<file path="config.mk">
export PLATFORM = sky130hd
export DESIGN_NAME = synapse_integrator_flat
export DESIGN_NICKNAME = d
export VERILOG_FILES = /design/src/rtl/snn_pkg.sv /design/src/rtl/synapse_integrator_if.sv /design/src/rtl/syn_weight_bank.sv /design/src/rtl/synapse_integrator.sv /design/src/flat_wrapper.sv
export SDC_FILE = /design/constraint.sdc
export NUM_CORES = 1
export LEC_CHECK = 0
export CAP_MARGIN = 5
export CORE_MARGIN = 1.5
export CORE_UTILIZATION = 45
export DETAILED_ROUTE_END_ITERATION = 7
export PLACE_DENSITY = 0.69
export SYNTH_ARGS = -nofsm -noshare
export SYNTH_HDL_FRONTEND = slang
export SYNTH_SLANG_ARGS = --single-unit
</file>
<file path="constraint.sdc">
create_clock -name clk -period 6.85 [get_ports clk]
set_input_delay 1.37 -clock clk [delete_from_list [all_inputs] [get_ports clk]]
set_output_delay 1.37 -clock clk [all_outputs]
set_load 0.02 [all_outputs]
</file>
<file path="src/rtl/snn_pkg.sv">
// Shared SNN definitions: datapath widths, default synaptic weight and the
// saturating accumulate used by the integrator and downstream neuron stages.
package snn_pkg;

  localparam int SYN_W_WIDTH = 8;
  localparam int CUR_WIDTH   = 8;
  localparam int ADD_WIDTH   = 16;

  localparam logic [SYN_W_WIDTH-1:0] DEFAULT_WEIGHT = 8'd64;
  localparam logic [CUR_WIDTH-1:0]   CUR_MAX        = '1;

  typedef struct packed {
    logic [CUR_WIDTH-1:0] value;
    logic                 clipped;
  } sat_add_t;

  // Reaching exactly CUR_MAX also counts as clipped.
  function automatic sat_add_t sat_add(input logic [CUR_WIDTH-1:0] base,
                                       input logic [ADD_WIDTH-1:0] addend);
    logic [ADD_WIDTH:0] total;
    sat_add_t           res;
    total = {{(ADD_WIDTH+1-CUR_WIDTH){1'b0}}, base} + {1'b0, addend};
    if (total >= {{(ADD_WIDTH+1-CUR_WIDTH){1'b0}}, CUR_MAX}) begin
      res.value   = CUR_MAX;
      res.clipped = 1'b1;
    end else begin
      res.value   = total[CUR_WIDTH-1:0];
      res.clipped = 1'b0;
    end
    return res;
  endfunction

endpackage

</file>
<file path="src/rtl/synapse_integrator_if.sv">
// Spike, weight-programming and current-output bundle of the synapse integrator.
interface synapse_integrator_if #(
  parameter int NSYN = 4,
  parameter int AW   = (NSYN > 1) ? $clog2(NSYN) : 1
);

  logic            en;
  logic [NSYN-1:0] spk_in;
  logic            w_we;
  logic [AW-1:0]   w_addr;
  logic [7:0]      w_data;
  logic [7:0]      cur;
  logic            sat;

  modport master (output en, spk_in, w_we, w_addr, w_data,
                  input  cur, sat);

  modport slave  (input  en, spk_in, w_we, w_addr, w_data,
                  output cur, sat);

endinterface

</file>
<file path="src/rtl/syn_weight_bank.sv">
// NSYN x 8 synaptic weight register file: synchronous write, all entries
// visible in parallel, every entry restored to DEFAULT_W on reset.
module syn_weight_bank
  import snn_pkg::*;
#(
  parameter int                     NSYN      = 4,
  parameter int                     AW        = 2,
  parameter logic [SYN_W_WIDTH-1:0] DEFAULT_W = DEFAULT_WEIGHT
) (
  input  logic                             clk,
  input  logic                             rst_n,
  input  logic                             we,
  input  logic [AW-1:0]                    addr,
  input  logic [SYN_W_WIDTH-1:0]           data,
  output logic [NSYN-1:0][SYN_W_WIDTH-1:0] w
);

  logic [NSYN-1:0][SYN_W_WIDTH-1:0] w_q, w_d;

  // Matching only real indices makes out-of-range addresses a no-op.
  always_comb begin
    w_d = w_q;
    for (int i = 0; i < NSYN; i++) begin
      if (we && addr == i[AW-1:0]) begin
        w_d[i] = data;
      end
    end
  end

  always_ff @(posedge clk) begin
    if (rst_n) begin
      w_q <= {NSYN{DEFAULT_W}};
    end else begin
      w_q <= w_d;
    end
  end

  assign w = w_q;

endmodule

</file>
<file path="src/rtl/synapse_integrator.sv">
// Weighted spike integrator with shift-based leak feeding the LIF neuron's
// 8-bit current input; the trace saturates at 255 and flags the clip.
module synapse_integrator
  import snn_pkg::*;
#(
  parameter int                     NSYN        = 4,
  parameter int                     DECAY_SHIFT = 2,
  parameter int                     EDGE_MODE   = 1,
  parameter logic [SYN_W_WIDTH-1:0] DEFAULT_W   = DEFAULT_WEIGHT
) (
  input logic                 clk,
  input logic                 rst_n,
  synapse_integrator_if.slave bus
);

  localparam int AW    = (NSYN > 1) ? $clog2(NSYN) : 1;
  localparam int SUM_W = SYN_W_WIDTH + $clog2(NSYN) + 1;

  logic [NSYN-1:0][SYN_W_WIDTH-1:0] w;
  logic [NSYN-1:0]                  prev_q, prev_d, ev;
  logic [CUR_WIDTH-1:0]             cur_q, cur_d, leaked;
  logic                             sat_q, sat_d;
  logic [SUM_W-1:0]                 sum;
  sat_add_t                         upd;

  syn_weight_bank #(
    .NSYN      (NSYN),
    .AW        (AW),
    .DEFAULT_W (DEFAULT_W)
  ) u_weights (
    .clk   (clk),
    .rst_n (rst_n),
    .we    (bus.w_we),
    .addr  (bus.w_addr),
    .data  (bus.w_data),
    .w     (w)
  );

  // Weights are read before this edge's write lands, so a colliding spike sees the old value.
  always_comb begin
    ev = (EDGE_MODE != 0) ? (bus.spk_in & ~prev_q) : bus.spk_in;
    sum = '0;
    for (int i = 0; i < NSYN; i++) begin
      if (ev[i]) begin
        sum = sum + SUM_W'(w[i]);
      end
    end
    leaked = cur_q - (cur_q >> DECAY_SHIFT);
    upd    = sat_add(leaked, ADD_WIDTH'(sum));

    cur_d  = cur_q;
    sat_d  = sat_q;
    prev_d = prev_q;
    if (bus.en) begin
      cur_d  = upd.value;
      sat_d  = upd.clipped;
      prev_d = bus.spk_in;
    end
  end

  always_ff @(posedge clk) begin
    if (rst_n) begin
      cur_q  <= '0;
      sat_q  <= 1'b0;
      prev_q <= '0;
    end else begin
      cur_q  <= cur_d;
      sat_q  <= sat_d;
      prev_q <= prev_d;
    end
  end

  assign bus.cur = cur_q;
  assign bus.sat = sat_q;

endmodule

</file>
<file path="src/flat_wrapper.sv">
// flat-port wrapper written by rule: the top's interface ports become plain ports
module synapse_integrator_flat import snn_pkg::*;
#(
  parameter int                     NSYN        = 4,
  parameter int                     DECAY_SHIFT = 2,
  parameter int                     EDGE_MODE   = 1,
  parameter logic [SYN_W_WIDTH-1:0] DEFAULT_W   = DEFAULT_WEIGHT
)
  (clk, rst_n, bus_en, bus_spk_in, bus_w_we, bus_w_addr, bus_w_data, bus_cur, bus_sat);
  synapse_integrator_if #(.NSYN(NSYN)) bus_i ();
  input logic clk;
  input logic rst_n;
  input wire logic [$bits(bus_i.en)-1:0] bus_en;
  input wire logic [$bits(bus_i.spk_in)-1:0] bus_spk_in;
  input wire logic [$bits(bus_i.w_we)-1:0] bus_w_we;
  input wire logic [$bits(bus_i.w_addr)-1:0] bus_w_addr;
  input wire logic [$bits(bus_i.w_data)-1:0] bus_w_data;
  output wire logic [$bits(bus_i.cur)-1:0] bus_cur;
  output wire logic [$bits(bus_i.sat)-1:0] bus_sat;
  assign bus_i.en = bus_en;
  assign bus_i.spk_in = bus_spk_in;
  assign bus_i.w_we = bus_w_we;
  assign bus_i.w_addr = bus_w_addr;
  assign bus_i.w_data = bus_w_data;
  assign bus_cur = bus_i.cur;
  assign bus_sat = bus_i.sat;
  synapse_integrator #(.NSYN(NSYN), .DECAY_SHIFT(DECAY_SHIFT), .EDGE_MODE(EDGE_MODE), .DEFAULT_W(DEFAULT_W)) u_core (.clk(clk), .rst_n(rst_n), .bus(bus_i));
endmodule
</file>
==> results.json, run 1 <==
{
  "fin_tns_setup_ns": 0,
  "cts_buffers": 5,
  "max_freq_mhz": 147,
  "num_vias": 3547,
  "wl_met3_um": 333,
  "slew_viol_final": 0,
  "first_iter_violations": 143,
  "portBuffers": 26,
  "finalSetupViolCount": 0,
  "nets": 610,
  "mostFrequentLayoutCell": "nand2_1",
  "clock_latency_ns": 0.30,
  "ys_ff_latch": 45,
  "final_cell_mix": "73 x nand2_1, 65 x buf_4, 45 x dfxtp_1",
  "whs_ns": 0.464,
  "initial_core_util_pct": 47.1,
  "crit_arrival_ns": 6.96,
  "place_inst": 634,
  "fin_crit_sh_pct": 99.1,
  "first_global_vias": 3403,
  "clk_pin_slew_ns": 0.08,
  "ir_worst_vdd_v": 0.000264,
  "hold_buffers": 0,
  "dp_hpwl_um": 7350,
  "hold_class": "flop to flop",
  "routabilityCongestion": 0.874,
  "synth_area_um2": 3700,
  "drive_gt1_share_pct": 22.0,
  "worst_pin_slew_ns": 0.874,
  "core_area_um2": 7850,
  "place_ws_ns": -0.606,
  "die_y_um": 93.7,
  "worst_clock_skew_ns": 0.00801,
  "antenna_found_initial": 0,
  "max_stage_delay_ns": 0.39,
  "cts-htree-levels": 2,
  "finalCriticalPeriod_ns": 6.79,
  "path_common_cell": "o21a_1",
  "die_area_um2": 8780,
  "area_growth_pct": 29.5,
  "rows": 32,
  "yosysTopAreaCellShare_pct": 24.3,
  "dr.pass1.iters": 4,
  "worst_setup_path_end_kind": "flop",
  "async_flop_share_pct": 0,
  "hold_viol_final": 0,
  "cts_num_sinks": 45,
  "status": "complete, no violations",
  "die_x_um": 93.7,
  "ys_seq_area_share_pct": 24.3,
  "grt_max_degree": 46,
  "synth_edf_count": 0,
  "syn_avg_cell_area_um2": 7.96,
  "diodes": 0,
  "ant_nets": 0,
  "slew_headroom_pct": 41.5,
  "wl_um": 9450,
  "avgViaCountPerCell": 5.43,
  "synth_nets": 524,
  "cap_violations": 0,
  "clock_path_buffers": 2,
  "layout_setup_ws_ns": 0.0632,
  "ys_types": 57,
  "route.detailed.drc": 0,
  "rsz0062_at_grt": "true",
  "synth_warnings": 0,
  "drt-met1-wl_um": 4840,
  "p_leak_nw": 2.14,
  "yosys.area.top_type": "dfxtp_1",
  "worstPathMaxFanout": 9,
  "start_kind": "primary input",
  "grt_overflow": 0,
  "cts_tree": "yes",
  "ys.flop_type": "dfxtp_1",
  "wl_per_cell_um": 14.5,
  "syn_inst": 465,
  "wl_met2_um": 4200,
  "power.density_nw_per_um2": 342,
  "cpMaxStageDelayCell": "ha_1",
  "required_ns": 7.02,
  "grt_pass1_wl_um": 16200,
  "grt_usage_pct": 23.3,
  "root_buffer": "clkbuf_8",
  "synth.area.top_cells": "dfxtp_1 24%, ha_1 12%, nand2_1 7.6%, a21oi_1 5.5%, nor2_1 3.8%",
  "final_cell_count_no_fill": 653,
  "highest_layer": "met4",
  "crit_type": "primary input to flop",
  "io_pins": 27
}
[what timing repair did]
action / in CTS / in global routing
endpoints found under the setup margin: 9 / 9
cloned: 1 / 0
gates resized for setup: 13 / 17
setup buffers: 8 / 3
pin swaps: 19 / 24
[kinds of logic after synthesis]
group	count (synthesis)	share of synthesized area, %
flip-flops	45	24.3
AO/OA/AOI/OAI	129	23.1
buffers and inverters	36	3.86
AND/OR/NAND/NOR	165	20.8
adder cells (fa/ha/maj)	44	15.8
multiplexers	22	6.46
XOR/XNOR	24	5.68
[area by class of cell]
type | count | area, um^2
sequential | 45 | 901
fill | 715 | 3060
clock inverter | 2 | 35.0
tap | 102 | 128
timing repair buffer | 94 | 786
multi-input combinational | 384 | 2790
clock buffer | 5 | 68.8
inverter | 21 | 78.8
[stage by stage]
stage               power, mW  utilization [%]  cell area (um^2)
floorplan               0.989                -              3720
global placement         1.36             57.1              4480
detailed placement       1.38             57.1              4480
CTS                      1.60             59.7              4690
global route             1.79             61.0              4790
finish                   1.64             61.0              4790
[cell usage after synthesis, types with 3 or more instances]
master,count
o31a_1,3
and2_1,10
and3_1,6
o21bai_1,10
mux2_2,7
or2_2,4
o21ai_0,22
nor2_1,37
a21o_1,10
nor2b_1,7
ha_1,36
nand3b_1,5
a41oi_1,7
o211ai_1,4
dfxtp_1,45
inv_1,21
clkbuf_1,12
xnor2_1,15
nand2_1,75
o21a_1,8
a21oi_1,41
mux2i_1,13
fa_1,5
xor2_1,9
nand2b_1,6
a211oi_1,7
nand3_1,3
[final timing paths]
| path | startpoint | to | slack (ns) | cells after the start |
|---|---|---|---|---|
| setup reg to reg | u_core.prev_q[0]$_SDFFE_PP0P_ | u_core.bus.sat$_SDFFE_PP0P_ | 0.83 | 30 |
| setup / recovery | bus_spk_in[0] | u_core.bus.sat$_SDFFE_PP0P_ | 0.06 | 31 |
| hold / removal | u_core.u_weights.w[27]$_SDFFE_PP0P_ | u_core.u_weights.w[27]$_SDFFE_PP0P_ | 0.46 | 2 |
| hold reg to reg | u_core.u_weights.w[27]$_SDFFE_PP0P_ | u_core.u_weights.w[27]$_SDFFE_PP0P_ | 0.46 | 2 |
[layer usage]
layer | GRT usage, % | up-vias
li1 | - | 1814
met3 | 2.91 | 6
met4 | 4.73 | 0
met1 | 34.1 | 1673
met5 | 0 | -
met2 | 36.7 | 54
[critical path: cells and delay by family]
kind,cells,cell delay (ns)
fa+ha+maj,6,1.81
buf+inv,3,0.30
compound gates,12,1.82
simple gates,7,1.10
mux,1,0.28
xor+xnor,2,0.26
[report_power, final]
| part | internal [mW] | total, mW | switching [mW] |
|---|---|---|---|
| clock network | 0.106 | 0.200 | 0.0937 |
| registers | 0.293 | 0.326 | 0.0330 |
| logic | 0.548 | 1.11 | 0.566 |
| total | 0.947 | 1.64 | 0.692 |
[flip-flops by register name (all words and copies together), names as in the netlist]
name	cells
u_core.bus.cur	8
u_core.prev_q	4
u_core.bus.sat	1
u_core.u_weights.w	32
Note: power is estimated with default switching activity, not from simulation.
==> run 2: changes to the inputs <==
--- a/config.mk
+++ b/config.mk
@@ -7,9 +7,9 @@
 export LEC_CHECK = 0
 export CAP_MARGIN = 5
 export CORE_MARGIN = 1.5
-export CORE_UTILIZATION = 45
+export CORE_UTILIZATION = 35
 export DETAILED_ROUTE_END_ITERATION = 7
-export PLACE_DENSITY = 0.69
+export PLACE_DENSITY = 0.57
 export SYNTH_ARGS = -nofsm -noshare
 export SYNTH_HDL_FRONTEND = slang
 export SYNTH_SLANG_ARGS = --single-unit
==> run 2 against run 1 <==
Total power rose by 2.8%. Clock power down 13%. Count of clock-buffer cells in the layout unchanged. Critical path depth grew 1. Core utilization decreased by 13 points. The flow now finishes with violations (negative setup slack). Combinational power rose by 7%. Largest power group unchanged. Sequential share of layout area decreased by 0.52 points. Largest cell class unchanged. Via count rose by 1.3%. Cell count up 7.0%. Clock skew decreased by 0.0014 ns. Critical endpoint is now u_core.bus.cur[4]$_SDFFE_PP0P_.
==> results.json, run 2 (synthesized netlist as in run 1, its figures left out) <==
{
  "status": "finished with violations",
  "violations": "negative setup slack",
  "final_cell_count_no_fill": 699,
  "r2r-start": "u_core.prev_q[0]$_SDFFE_PP0P_",
  "total_power_mw": 1.69,
  "start_kind": "primary input",
  "critPathTopFamily": "adder cells",
  "cts-htree-levels": 2,
  "crit_arrival_ns": 7.15,
  "ant_nets": 0,
  "die_x_um": 106,
  "required_ns": 7.04,
  "diodes": 0,
  "worst_pin_slew_ns": 0.816,
  "layout_setup_ws_ns": -0.107,
  "whs_ns": 0.465,
  "grt_overflow": 0,
  "p_leak_nw": 2.20,
  "portBuffers": 26,
  "finalSetupViolCount": 9,
  "grt_pass1_wl_um": 16900,
  "grt_usage_pct": 18.7,
  "io_pins": 27,
  "crit_type": "primary input to flop",
  "area_growth_pct": 33.2,
  "place_area_um2": 4550,
  "hold_buffers": 0,
  "p_int_uw": 978,
  "slew_headroom_pct": 45.4,
  "slew_viol_final": 0,
  "mostFrequentLayoutCell": "buf_4",
  "max_stage_delay_ns": 0.39,
  "switching_share_pct": 42.0,
  "worst_clock_skew_ns": 0.00659,
  "cts_buffers": 5,
  "min_from": "u_core.u_weights.w[27]$_SDFFE_PP0P_",
  "final_cell_mix": "78 x buf_4, 73 x nand2_1, 45 x dfxtp_1",
  "place_inst": 674,
  "rsz0062_at_grt": "true",
  "root_buffer": "clkbuf_8",
  "clock_latency_ns": 0.32,
  "pwr-share-comb_pct": 70.3,
  "clk_pin_slew_ns": 0.09,
  "clkPwrFrac_pct": 10.4,
  "die_y_um": 106,
  "core_area_um2": 10300,
  "max_freq_mhz": 144,
  "finalCriticalPeriod_ns": 6.96,
  "cap_violations": 0,
  "nets": 622,
  "drive_gt1_share_pct": 24.2,
  "hold_viol_final": 0,
  "initial_core_util_pct": 36.0,
  "p_sw_uw": 708,
  "largest_reg_flops": 32,
  "hold_class": "flop to flop",
  "worstPathMaxFanout": 5,
  "first_global_vias": 3540,
  "rows": 37,
  "routabilityCongestion": 0.870,
  "ir_worst_vdd_v": 0.000179,
  "dr.pass1.iters": 4,
  "cts_num_sinks": 45,
  "path_buf_inv": 3,
  "die_area_um2": 11200,
  "path_common_cell": "o21a_1",
  "antenna_found_initial": 0,
  "grt_max_degree": 46,
  "first_iter_violations": 118,
  "route.detailed.drc": 0,
  "power.density_nw_per_um2": 342,
  "avgViaCountPerCell": 5.14,
  "wl_per_cell_um": 14.1,
  "num_vias": 3592,
  "n_fill_cell": 1034,
  "dp_hpwl_um": 7500,
  "final_area_um2": 4930,
  "wl_um": 9880,
  "final_util_pct": 47.9,
  "multiInputGateArea_um2": 2820,
  "power_frac_seq_pct": 19.3,
  "clock_path_buffers": 2,
  "cts_tree": "yes",
  "worst_setup_path_end_kind": "flop",
  "startpoint": "bus_spk_in[0]",
  "fin_crit_sh_pct": 102,
  "cpMaxStageDelayCell": "ha_1",
  "final-seq-area_um2": 901
}
[run 2: cell type report]
| class | count | area share, % |
|---|---|---|
| timing repair buffer | 106 | 17.6 |
| sequential | 45 | 18.3 |
| clock buffer | 5 | 1.40 |
| tap | 136 | 3.45 |
| multi-input combinational | 384 | 57.3 |
| inverter | 21 | 1.60 |
| clock inverter | 2 | 0.330 |
[run 2: final timing paths]
kind	to	slack [ns]	depth (start not counted)
max	u_core.bus.cur[4]$_SDFFE_PP0P_	-0.11	32
min	u_core.u_weights.w[27]$_SDFFE_PP0P_	0.46	2
max reg2reg	u_core.bus.cur[4]$_SDFFE_PP0P_	0.64	31
min reg2reg	u_core.u_weights.w[27]$_SDFFE_PP0P_	0.46	2
[run 2: power groups by stage]
| stage | clock network, mW | logic, mW | registers [mW] |
|---|---|---|---|
| final | 0.175 | 1.19 | 0.325 |
| after global routing | 0.187 | 1.31 | 0.332 |
| after detailed placement | 0 | 1.11 | 0.330 |
| after global placement | 0 | 1.09 | 0.329 |
| after CTS | 0.181 | 1.17 | 0.324 |
| after floorplan | 0 | 0.638 | 0.351 |
[run 2: tightest hold or removal path, delay by kind of cell (launching register included)]
family / cells / cell delay [ns]
and+or+nand+nor: 1 / 0.05
AOI/OAI and AO/OA: 1 / 0.05
DFF: 1 / 0.32
[run 2: repair_timing]
item,in CTS,in global routing
cloned,1,0
endpoints found under the setup margin,9,9
pin swaps,30,24
resized for setup,29,8
buffers inserted,14,4
[run 2: stage by stage]
step | setup WS [ns] | TNS, ns
floorplan | 0.00406 | 0
global placement | -0.490 | -4.35
detailed placement | -0.646 | -5.71
CTS | 0.0658 | 0
global route | -0.409 | -3.42
finish | -0.107 | -0.682
[run 2: layer usage]
layer | vias to the layer above | share of wire [%] | GRT usage (%)
li1 | 1843 | - | -
met1 | 1685 | 51 | 25.6
met2 | 54 | 45 | 31.2
met3 | 10 | 2.4 | 2.10
met4 | 0 | 1.4 | 5.02
met5 | - | 0 | 0
==> run 3: changes to the inputs <==
--- a/config.mk
+++ b/config.mk
@@ -10,6 +10,7 @@
 export CORE_UTILIZATION = 35
 export DETAILED_ROUTE_END_ITERATION = 7
 export PLACE_DENSITY = 0.57
+export RECOVER_POWER = 25
 export SYNTH_ARGS = -nofsm -noshare
 export SYNTH_HDL_FRONTEND = slang
 export SYNTH_SLANG_ARGS = --single-unit
==> constraint.sdc (replaced) <==
create_clock -name clk -period 6.85 [get_ports clk]
set_input_delay 2.055 -clock clk [delete_from_list [all_inputs] [get_ports clk]]
set_output_delay 2.055 -clock clk [all_outputs]
set_load 0.02 [all_outputs]
==> run 3 against run 2 <==
The flow still finishes with violations (negative setup slack). Combinational power grew 6%. Count of clock-buffer cells in the layout is the same. Sequential power is essentially flat. Die area is the same. Clock skew grew 0.0041 ns. Critical path type unchanged. Critical endpoint is now u_core.bus.cur[7]$_SDFFE_PP0P_. Highest routed layer unchanged.
==> results.json, run 3 (synthesized netlist as in run 1, its figures left out) <==
{
  "status": "finished with violations",
  "violations": "negative setup slack",
  "die_x_um": 106,
  "wl_per_cell_um": 13.8,
  "rsz0062_at_grt": "true",
  "root_buffer": "clkbuf_8",
  "crit_arrival_ns": 7.53,
  "ant_nets": 0,
  "nets": 633,
  "slew_headroom_pct": 40.0,
  "avgViaCountPerCell": 5.08,
  "layout_setup_ws_ns": -0.486,
  "io_pins": 27,
  "p_leak_nw": 2.27,
  "area_growth_pct": 36.8,
  "dr.pass1.iters": 4,
  "hold_class": "flop to flop",
  "finalSetupViolCount": 9,
  "r2r-start": "u_core.prev_q[0]$_SDFFE_PP0P_",
  "wl_um": 9850,
  "num_vias": 3611,
  "rrSetupSlack_ns": 0.95,
  "startpoint": "bus_spk_in[0]",
  "max_freq_mhz": 136,
  "ir_worst_vdd_v": 0.000194,
  "final_cell_count_no_fill": 711,
  "grt_max_degree": 46,
  "clk_pin_slew_ns": 0.10,
  "path_common_cell": "buf_4",
  "cts_num_sinks": 45,
  "route.detailed.drc": 0,
  "drive_gt1_share_pct": 25.2,
  "cpMaxStageDelayCell": "fa_2",
  "die_area_um2": 11200,
  "antenna_found_initial": 0,
  "hold_viol_final": 0,
  "grt_usage_pct": 18.0,
  "n_fill_cell": 998,
  "worstPathMaxFanout": 5,
  "routabilityCongestion": 0.889,
  "start_kind": "primary input",
  "min_delay_path_depth": 2,
  "cts-htree-levels": 2,
  "cap_violations": 0,
  "fin_crit_sh_pct": 107,
  "worst_clock_skew_ns": 0.0107,
  "cts_buffers": 5,
  "cts_tree": "yes",
  "die_y_um": 106,
  "rr_worst_depth": 32,
  "final_cell_mix": "90 x buf_4, 74 x nand2_1, 45 x dfxtp_1",
  "finalCriticalPeriod_ns": 7.34,
  "worst_setup_path_end_kind": "flop",
  "clock_path_buffers": 2,
  "crit_type": "primary input to flop",
  "first_iter_violations": 96,
  "endpoint": "u_core.bus.cur[7]$_SDFFE_PP0P_",
  "dp_hpwl_um": 7660,
  "grt_overflow": 0,
  "first_global_vias": 3582,
  "diodes": 0,
  "portBuffers": 26,
  "place_ws_ns": -1.12,
  "clock_latency_ns": 0.31,
  "worst_pin_slew_ns": 0.897,
  "fin_tns_setup_ns": -4.18,
  "final_util_pct": 49.2,
  "max_stage_delay_ns": 0.36,
  "mostFrequentLayoutCell": "buf_4",
  "required_ns": 7.04,
  "reg2reg_to": "u_core.bus.cur[7]$_SDFFE_PP0P_",
  "grt_pass1_wl_um": 16200,
  "largest_reg_flops": 32,
  "place_inst": 695,
  "initial_core_util_pct": 36.0,
  "slew_viol_final": 0,
  "power.density_nw_per_um2": 356,
  "rows": 37,
  "core_area_um2": 10300
}
[run 3: layer usage]
metal	up-vias	GRT usage [%]	wire length, um
li1	1862	-	-
met1	1660	19.9	4180
met2	64	34.9	5200
met3	25	2.29	209
met4	0	6.37	259
met5	-	0	0
[run 3: power by group]
group | switching (mW) | internal [mW]
sequential | 0.0299 | 0.293
clock | 0.109 | 0.112
combinational | 0.593 | 0.663
[run 3: what timing repair did]
item	4_1_cts	5_1_grt
buffers inserted	4	3
resized for setup	13	17
hold buffers	0	0
pin swaps	26	19
setup endpoints to repair	9	9
cloned	1	0
[run 3: final cells by class]
type	count	area, um^2	area share, %
clock buffer	5	68.8	1.36
inverter	21	81.3	1.61
clock inverter	3	47.5	0.940
timing repair buffer	117	941	18.6
tap	136	170	3.36
sequential	45	901	17.8
multi-input combinational	384	2850	56.3
[run 3: how the worst min path moves through the flow]
stage          slack (ns)                           startpoint                                  end
4_1_cts              0.47  u_core.u_weights.w[27]$_SDFFE_PP0P_  u_core.u_weights.w[27]$_SDFFE_PP0P_
3_5_place_dp         0.45  u_core.u_weights.w[23]$_SDFFE_PP0P_  u_core.u_weights.w[23]$_SDFFE_PP0P_
2_1_floorplan        0.44  u_core.u_weights.w[20]$_SDFFE_PP0P_  u_core.u_weights.w[20]$_SDFFE_PP0P_
5_1_grt              0.49  u_core.u_weights.w[13]$_SDFFE_PP0P_  u_core.u_weights.w[13]$_SDFFE_PP0P_
3_3_place_gp         0.45  u_core.u_weights.w[20]$_SDFFE_PP0P_  u_core.u_weights.w[20]$_SDFFE_PP0P_
6_report             0.47  u_core.u_weights.w[19]$_SDFFE_PP0P_  u_core.u_weights.w[19]$_SDFFE_PP0P_
[run 3: worst max-delay path, delay by kind of cell]
kind / cells / cell delay, ns
compound gates: 9 / 1.56
fa+ha+maj: 6 / 1.64
simple gates: 9 / 0.99
buf+inv: 6 / 0.71
mux: 1 / 0.29
xor+xnor: 2 / 0.24
[run 3: through the flow]
step / cell area, um^2 / hold WS, ns / total power, mW
after global routing: 5060 / 0.488 / 1.96
after detailed placement: 4730 / 0.452 / 1.48
after CTS: 4930 / 0.467 / 1.76
after floorplan: 3740 / 0.440 / 0.990
final: 5060 / 0.466 / 1.80
after global placement: 4730 / 0.446 / 1.46
